--- src/rtl/traffic_pkg.sv ---
// Shared light encodings, phase codes and head decode
// for the two-road intersection scheduler.
package traffic_pkg;

   localparam logic [1:0] RED    = 2'b00;
   localparam logic [1:0] YELLOW = 2'b01;
   localparam logic [1:0] GREEN  = 2'b10;

   typedef enum logic [2:0] {
      HG  = 3'd0,
      HY  = 3'd1,
      AR1 = 3'd2,
      CG  = 3'd3,
      CY  = 3'd4,
      AR2 = 3'd5
   } phase_e;

   function automatic logic [1:0] hw_head(phase_e p);
      case (p)
         HG:      return GREEN;
         HY:      return YELLOW;
         default: return RED;
      endcase
   endfunction

   function automatic logic [1:0] cr_head(phase_e p);
      case (p)
         CG:      return GREEN;
         CY:      return YELLOW;
         default: return RED;
      endcase
   endfunction

endpackage

--- src/rtl/traffic_phase_scheduler_if.sv ---
// Demand inputs and signal-head outputs of the
// phase scheduler.
interface traffic_phase_scheduler_if;

   logic       tick;
   logic       car_req;
   logic       ped_req;
   logic       emg_req;
   logic [1:0] highway;
   logic [1:0] cross_road;
   logic       walk;
   logic       ped_pending;
   logic       ped_ack;
   logic [2:0] phase;

   modport master (
      output tick, car_req, ped_req, emg_req,
      input  highway, cross_road, walk,
      input  ped_pending, ped_ack, phase
   );

   modport slave (
      input  tick, car_req, ped_req, emg_req,
      output highway, cross_road, walk,
      output ped_pending, ped_ack, phase
   );

endinterface

--- src/rtl/phase_timer.sv ---
// Saturating tick counter with synchronous clear and
// an elapsed flag against a caller-supplied threshold.
module phase_timer #(
   parameter int CW = 8
) (
   input  logic          clk_i,
   input  logic          rst_ni,
   input  logic          clr_i,
   input  logic          tick_i,
   input  logic [CW-1:0] thr_i,
   output logic          elapsed_o
);

   logic [CW-1:0] cnt_q, cnt_d;

   always_comb begin
      cnt_d = cnt_q;
      if (clr_i) begin
         cnt_d = '0;
      end else if (tick_i && (cnt_q != '1)) begin
         cnt_d = cnt_q + CW'(1);
      end
   end

   always_ff @(posedge clk_i or negedge rst_ni) begin
      if (!rst_ni) begin
         cnt_q <= '0;
      end else begin
         cnt_q <= cnt_d;
      end
   end

   // thr_i is T-1, so this reads "T ticks seen"
   assign elapsed_o = tick_i && (cnt_q >= thr_i);

endmodule

--- src/rtl/traffic_phase_scheduler.sv ---
// Tick-timed phase FSM, pedestrian latch and registered
// head decode for a highway / cross-road intersection.
module traffic_phase_scheduler
   import traffic_pkg::*;
#(
   parameter int CW       = 8,
   parameter int T_HW_MIN = 8,
   parameter int T_YEL    = 3,
   parameter int T_ALLRED = 2,
   parameter int T_CR_MIN = 4,
   parameter int T_CR_MAX = 10
) (
   input logic clk,
   input logic clear_n,
   traffic_phase_scheduler_if.slave bus
);

   localparam int TMAX = 2 ** CW;

   if (T_HW_MIN < 1 || T_YEL < 1 || T_ALLRED < 1 ||
       T_CR_MIN < 1 || T_CR_MAX < T_CR_MIN ||
       T_HW_MIN >= TMAX || T_YEL >= TMAX ||
       T_ALLRED >= TMAX || T_CR_MAX >= TMAX)
   begin : g_bad_params
      $error("traffic_phase_scheduler: illegal timing");
   end

   localparam logic [CW-1:0] TH_HW  = CW'(T_HW_MIN - 1);
   localparam logic [CW-1:0] TH_YEL = CW'(T_YEL - 1);
   localparam logic [CW-1:0] TH_AR  = CW'(T_ALLRED - 1);
   localparam logic [CW-1:0] TH_CRN = CW'(T_CR_MIN - 1);
   localparam logic [CW-1:0] TH_CRX = CW'(T_CR_MAX - 1);

   phase_e        state_q, state_d;
   logic [1:0]    hw_q, cr_q;
   logic          walk_q, pend_q, ack_q;
   logic [CW-1:0] thr;
   logic          elapsed;
   logic          clr;
   logic          enter_cg;
   logic          serve;

   // With car demand only the maximum ends CG; without it
   // the minimum does, and T_CR_MIN <= T_CR_MAX.
   always_comb begin
      thr = '0;
      case (state_q)
         HG:       thr = TH_HW;
         HY, CY:   thr = TH_YEL;
         AR1, AR2: thr = TH_AR;
         CG:       thr = bus.car_req ? TH_CRX : TH_CRN;
         default:  thr = '0;
      endcase
   end

   always_comb begin
      state_d = state_q;
      case (state_q)
         HG:  if (elapsed && !bus.emg_req &&
                  (bus.car_req || pend_q))
                 state_d = HY;
         HY:  if (elapsed) state_d = AR1;
         AR1: if (elapsed) state_d = CG;
         CG:  if (elapsed || bus.emg_req) state_d = CY;
         CY:  if (elapsed) state_d = AR2;
         AR2: if (elapsed) state_d = HG;
         default: state_d = HG;
      endcase
   end

   assign clr      = (state_d != state_q);
   assign enter_cg = (state_d == CG) && (state_q != CG);
   assign serve    = enter_cg && pend_q;

   phase_timer #(
      .CW(CW)
   ) u_timer (
      .clk_i     (clk),
      .rst_ni    (clear_n),
      .clr_i     (clr),
      .tick_i    (bus.tick),
      .thr_i     (thr),
      .elapsed_o (elapsed)
   );

   always_ff @(posedge clk or negedge clear_n) begin
      if (!clear_n) begin
         state_q <= HG;
         hw_q    <= GREEN;
         cr_q    <= RED;
         walk_q  <= 1'b0;
         pend_q  <= 1'b0;
         ack_q   <= 1'b0;
      end else begin
         state_q <= state_d;
         hw_q    <= hw_head(state_d);
         cr_q    <= cr_head(state_d);
         ack_q   <= serve;
         // clear beats a same-edge ped_req at CG entry
         pend_q  <= serve ? 1'b0 : (pend_q | bus.ped_req);
         walk_q  <= (state_d == CG) && (serve || walk_q);
      end
   end

   assign bus.highway     = hw_q;
   assign bus.cross_road  = cr_q;
   assign bus.walk        = walk_q;
   assign bus.ped_pending = pend_q;
   assign bus.ped_ack     = ack_q;
   assign bus.phase       = state_q;

endmodule
--- src/flat_wrapper.sv ---
// flat-port wrapper written by rule: the top's interface ports become plain ports
module traffic_phase_scheduler_flat import traffic_pkg::*;
#(
   parameter int CW       = 8,
   parameter int T_HW_MIN = 8,
   parameter int T_YEL    = 3,
   parameter int T_ALLRED = 2,
   parameter int T_CR_MIN = 4,
   parameter int T_CR_MAX = 10
)
  (clk, clear_n, bus_tick, bus_car_req, bus_ped_req, bus_emg_req, bus_highway, bus_cross_road, bus_walk, bus_ped_pending, bus_ped_ack, bus_phase);
  traffic_phase_scheduler_if bus_i ();
  input logic clk;
  input logic clear_n;
  input wire logic [$bits(bus_i.tick)-1:0] bus_tick;
  input wire logic [$bits(bus_i.car_req)-1:0] bus_car_req;
  input wire logic [$bits(bus_i.ped_req)-1:0] bus_ped_req;
  input wire logic [$bits(bus_i.emg_req)-1:0] bus_emg_req;
  output wire logic [$bits(bus_i.highway)-1:0] bus_highway;
  output wire logic [$bits(bus_i.cross_road)-1:0] bus_cross_road;
  output wire logic [$bits(bus_i.walk)-1:0] bus_walk;
  output wire logic [$bits(bus_i.ped_pending)-1:0] bus_ped_pending;
  output wire logic [$bits(bus_i.ped_ack)-1:0] bus_ped_ack;
  output wire logic [$bits(bus_i.phase)-1:0] bus_phase;
  assign bus_i.tick = bus_tick;
  assign bus_i.car_req = bus_car_req;
  assign bus_i.ped_req = bus_ped_req;
  assign bus_i.emg_req = bus_emg_req;
  assign bus_highway = bus_i.highway;
  assign bus_cross_road = bus_i.cross_road;
  assign bus_walk = bus_i.walk;
  assign bus_ped_pending = bus_i.ped_pending;
  assign bus_ped_ack = bus_i.ped_ack;
  assign bus_phase = bus_i.phase;
  traffic_phase_scheduler #(.CW(CW), .T_HW_MIN(T_HW_MIN), .T_YEL(T_YEL), .T_ALLRED(T_ALLRED), .T_CR_MIN(T_CR_MIN), .T_CR_MAX(T_CR_MAX)) u_core (.clk(clk), .clear_n(clear_n), .bus(bus_i));
endmodule
--- config.mk ---
export PLATFORM = sky130hd
export DESIGN_NAME = traffic_phase_scheduler_flat
export DESIGN_NICKNAME = d
export VERILOG_FILES = /design/src/rtl/traffic_pkg.sv /design/src/rtl/traffic_phase_scheduler_if.sv /design/src/rtl/phase_timer.sv /design/src/rtl/traffic_phase_scheduler.sv /design/src/flat_wrapper.sv
export SDC_FILE = /design/constraint.sdc
export NUM_CORES = 1
export LEC_CHECK = 0
export BUFFER_PORTS_ARGS = -buffer_cell sky130_fd_sc_hd__buf_2
export CAP_MARGIN = 40
export CORE_ASPECT_RATIO = 1.2
export CORE_MARGIN = 2
export CORE_UTILIZATION = 59
export DETAILED_ROUTE_END_ITERATION = 8
export GPL_TIMING_DRIVEN = 0
export PLACE_DENSITY = 0.91
export SYNTH_ARGS = -nofsm -noshare
export SYNTH_HDL_FRONTEND = slang
export SYNTH_SLANG_ARGS = --single-unit
export TNS_END_PERCENT = 30
--- constraint.sdc ---
create_clock -name clk -period 4.35 [get_ports clk]
set_input_delay 0 -clock clk [delete_from_list [all_inputs] [get_ports clk]]
set_output_delay 0 -clock clk [all_outputs]
set_load 0.1 [all_outputs]
# Yosys cells after proc, flatten, opt, wreduce, memory -nomap -nowiden
# Cells that the tools add are included.
# classes
n_mux	14
reduce_logical	16
n_addsub	1
n_lt_le_gt_ge	1
bitwise_logic	1
n_eq_ne	11
# op_table
operator	n
$pmux 8 s4	1
$mux 3	6
$pmux 3 s6	1
$mux 8	2
$eq 3x2->1 const B	3
$eq 3x3->1 const B	3
$add 8x1->8 const B	1
$ge 8x8->1	1
$ne 8x8->1 const B	1
$pmux 2 s2	2
$logic_and 1x1->1	7
$eq 3x1->1 const B	2
$logic_not 3->1	2
$mux 4	1
$reduce_or 2->1	2
$logic_or 1x1->1	3
$ne 3x2->1 const B	1
$ne 3x3->1	1
$reduce_bool 2->1	1
$logic_not 1->1	1
$mux 1	1
$or 1x1->1	1
# word_totals
word_cells	51
in_bits	6
reg_bits	18
output_inout_bits	10

# Longest topological paths before layout
# logic_depth
depth_word	14
depth_mapped	10

# By module
# A second synthesis with hierarchy kept.
# unflattened
cells_unflattened	131
area_unflattened_um2	1178.6
# modules_own_cells
module	instances	area_per_inst_um2	cells_per_inst
phase_timer	1	634.4	73
traffic_phase_scheduler	1	544.3	58

# Worst setup path after synthesis
# OpenSTA, ideal clock, no wires.
# synth_path
kind	register to register
from	register u_core.state_q[1], in the netlist u_core.bus.phase[1]
to	register u_core.cr_q[0], in the netlist u_core.bus.cross_road[0]
arrival_ns	2.746
setup_slack_ns	1.518
t_required_ns	4.263
setup_time_ns	0.087
period_less_slack_ns	2.832
path_stages_with_launch	10
path_cell_list	dfrtp_1 -> nor2b_1 -> nand3_1 -> ha_1 -> o211ai_1 -> a21oi_2 -> o21ai_2 -> buf_4 -> a211o_4 -> a211oi_2
# synth_via
elab_chain_cells	11
word_cells_on_any_way	24
classes_between	1 x order compare; 7 x eq/ne; 9 x mux; 7 x reduce/logical
# synth_rtl
item	line	text
start, declared	traffic_phase_scheduler.sv:34	phase_e state_q, state_d;
start signal, assigned	traffic_phase_scheduler.sv:95	state_q <= state_d;
$eq 3x2->1 (tied with other cells)	traffic_phase_scheduler.sv:47, traffic_phase_scheduler.sv:58	
$reduce_or 2->1	traffic_phase_scheduler.sv:47	case (state_q)
$pmux 8 s4	traffic_phase_scheduler.sv:47	
$ge 8x8->1	phase_timer.sv:34	assign elapsed_o = tick_i && (cnt_q >= thr_i);
$logic_and 1x1->1	phase_timer.sv:34	
$logic_and 1x1->1 (2 in a row)	traffic_phase_scheduler.sv:59	HG: if (elapsed && !bus.emg_req &&
$mux 3	traffic_phase_scheduler.sv:59	
$pmux 3 s6 *	traffic_phase_scheduler.sv:58	case (state_q)
$eq 3x3->1 / $eq 3x2->1 (equally long branches)	traffic_pkg.sv:27	case (p)
$pmux 2 s2 *	traffic_pkg.sv:27	
end signal, assigned	traffic_phase_scheduler.sv:97	cr_q <= cr_head(state_d);
end, declared	traffic_phase_scheduler.sv:35	logic [1:0] hw_q, cr_q;
# Every way passes the cells marked *; elsewhere a longest branch is shown, timed or not.
# A chain may end at the register's enable or synchronous reset.

# Worst setup path after layout
# layout_path
from	register u_core.state_q[2], in the netlist u_core.bus.phase[2]
to	register u_core.hw_q[1], in the netlist u_core.bus.highway[1]
# layout_via
elab_chain_cells	11
word_cells_on_any_way	24
classes_between	1 x order compare; 6 x eq/ne; 9 x mux; 8 x reduce/logical
# layout_rtl
item	line	text
$eq 3x2->1 (tied with other cells)	traffic_phase_scheduler.sv:47, traffic_phase_scheduler.sv:58	
$reduce_or 2->1	traffic_phase_scheduler.sv:47	
$pmux 8 s4	traffic_phase_scheduler.sv:47	
$ge 8x8->1	phase_timer.sv:34	
$logic_and 1x1->1	phase_timer.sv:34	
$logic_and 1x1->1 (2 in a row)	traffic_phase_scheduler.sv:59	
$mux 3	traffic_phase_scheduler.sv:59	
$pmux 3 s6 *	traffic_phase_scheduler.sv:58	
$eq 3x1->1 / $logic_not 3->1 (equally long branches)	traffic_pkg.sv:19	case (p)
$pmux 2 s2 *	traffic_pkg.sv:19	
end signal, assigned	traffic_phase_scheduler.sv:96	hw_q <= hw_head(state_d);
end, declared	traffic_phase_scheduler.sv:35	
# Marked as above.

==> flow_metrics.tcl <==
set metrics [dict create \
    finalWirelength_um 2140 \
    htreeDepth 1 \
    die-height_um 50.2 \
    die_area_sq_mm 0.00214 \
    layout_common_cells "17 x dfrtp_1, 15 x nand2_1, 15 x buf_2" \
    wl_per_cell_um 14.5 \
    drive_above_1_share_pct 22.3 \
    viasPerCell 6.09 \
    synth_top_cell_by_area "dfrtp_1" \
    rsz0062_at_grt "no" \
    antenna_found_initial 0 \
    vias 901 \
    status "finished, final reports clean" \
    area_delta_synth_final_pct 13.7 \
    post-route-period-util_pct 60.5 \
    cts_tree "built" \
    tns_ps 0 \
    max_slew.worst_pin.slew_ps 439 \
    cts_buffers 3 \
    final_common_cell "dfrtp_1" \
    synthTopCellsByArea "dfrtp_1 40%, ha_1 6.0%, nand2_1 5.4%" \
    clk_pin_slew_ps 100 \
    yosysSeqAreaShare_pct 43.0 \
    yosys_warnings 0 \
    async_flop_share_pct 100 \
    hpwl_um 1620 \
    cp-end-kind "flop" \
    arrival_ps 2830 \
    max_freq_ghz 0.380 \
    avgSynthCellArea_sq_um 9.64 \
    cp_max_fo 10 \
    root_buffer "clkbuf_4" \
    core_sq_mm 0.00166 \
    maxCapViolCount 0 \
    drv_slew 0 \
    dpl-instance-area_sq_mm 0.00115 \
    drcViolationCount 0 \
    grt_pass1_wl_um 3750 \
    synthDistinctLibCells 36 \
    finalInstanceArea_sq_mm 0.00119 \
    crit_start "u_core.bus.phase[2]" \
    worst-setup-path-type "reg -> reg" \
    yosysTopAreaCellShare_pct 40.5 \
    hold_viol 0 \
    syn-num-nets 120 \
    grt_overflow_total 0 \
    ios 16 \
    cts_buffer_depth 2 \
    synth_enable_flop_cells 0 \
    finalSetupViolCount 0 \
    syn_area_sq_mm 0.00105 \
    initial_core_util_pct 63.3 \
    hold_path.class "in -> reg" \
    dr.first_iter.drc_count 26 \
    clock_latency_ps 300 \
    grt_pass1_vias 844 \
    grt_max_degree 19 \
    period_needed_ps 2630 \
    antenna_cells 0 \
    die_w_um 42.5 \
    cp_data_required_time_ps 4550 \
    synth_flop_cell "dfrtp_1" \
    final_nets 142 \
    slew_headroom_pct 69.9 \
    num_rows 16 \
    cts_resized 0 \
    start_kind "flop" \
    ant_nets 0 \
    ys_ff_latch 18 \
    port_buffers 15 \
    skew_ps 10.2 \
    first_pass_iters 4 \
    place_congestion 0.887 \
    hp-start "bus_emg_req" \
    grt_util_all_layers_pct 23.0 \
    synth_cells 109 \
    clock-sinks 18 \
    r2r-start "u_core.bus.phase[2]" \
]
==> flip-flops by register name, indices dropped and copies added (netlist names) <==
register,cells
u_core.bus.cross_road,2
u_core.bus.highway,2
u_core.bus.ped_ack,1
u_core.bus.ped_pending,1
u_core.bus.phase,3
u_core.bus.walk,1
u_core.u_timer.cnt_q,8
==> logic make-up after synthesis <==
kind of cell    Yosys count  share of synthesized area (%)
compound gates           28                           18.8
buf+inv                   7                           2.86
mux                       2                           1.90
simple gates             42                           21.7
xor+xnor                  7                           5.83
fa+ha+maj                 5                           5.95
flops                    18                           43.0
==> path summary, 6_finish.rpt <==
path                       slack [ps]  cells after the start                      end
max in group asynchronous        3880                      2    u_core.bus.highway[1]
min                                70                      4          u_core.bus.walk
max reg2reg                      1720                     10    u_core.bus.highway[1]
min reg2reg                       560                      1   u_core.bus.ped_pending
max                              1720                     10    u_core.bus.highway[1]
min in group asynchronous         140                      2  u_core.u_timer.cnt_q[5]
==> area by class of cell <==
| cell class | count | area, sq um |
|---|---|---|
| Fill cell | 127 | 467 |
| Sequential cell | 18 | 452 |
| Timing Repair Buffer | 17 | 95.1 |
| Buffer | 3 | 15.0 |
| Inverter | 4 | 15.0 |
| Multi-Input combinational cell | 84 | 569 |
| Tap cell | 18 | 22.5 |
| Clock buffer | 4 | 26.3 |
==> synthesized netlist by cell type, types with 2 or more instances <==
cell type	instances
a21oi_1	11
and3_1	4
clkbuf_1	2
dfrtp_1	17
ha_1	5
inv_1	4
mux2i_1	2
nand2_1	15
nand3_1	3
nand4_1	3
nor2_1	7
nor2b_1	2
o21ai_0	4
o21ai_2	2
or3_1	2
xnor2_1	2
xor2_1	5
==> metrics by stage <==
step	utilization, %	std cells	hold WS [ps]	setup WS [ps]
2_1_floorplan	-	109	-296	1520
3_3_place_gp	69.1	142	-57.0	1880
3_5_place_dp	69.1	142	-53.7	1810
4_1_cts	71.9	148	65.5	1740
5_1_grt	71.9	148	89.4	1510
6_report	71.9	148	66.6	1720
==> per-layer routing <==
metal | up-vias | part of all wire [%] | GRT usage (%)
met5 | - | 0 | 0
met4 | 0 | 1.8 | 8.33
met3 | 5 | 3.7 | 3.24
met2 | 22 | 56 | 41.3
met1 | 443 | 38 | 27.6
li1 | 431 | - | -
==> what timing repair did <==
action                    CTS  global route
setup buffers               0             0
hold endpoints to repair   19             0
hold buffers                2             0
==> worst max-delay path: stages (launching register included) <==
cell	delay, ps
dfrtp_1	390
clkbuf_1	190
nor2b_1	350
nand3_1	140
ha_1	320
o211ai_1	90
a21oi_2	200
o21ai_2	100
buf_4	170
o21ai_1	240
nor4bb_2	330
Power is not shown: default switching activity piles up to over one toggle a cycle in this logic, so the estimate is an artifact.
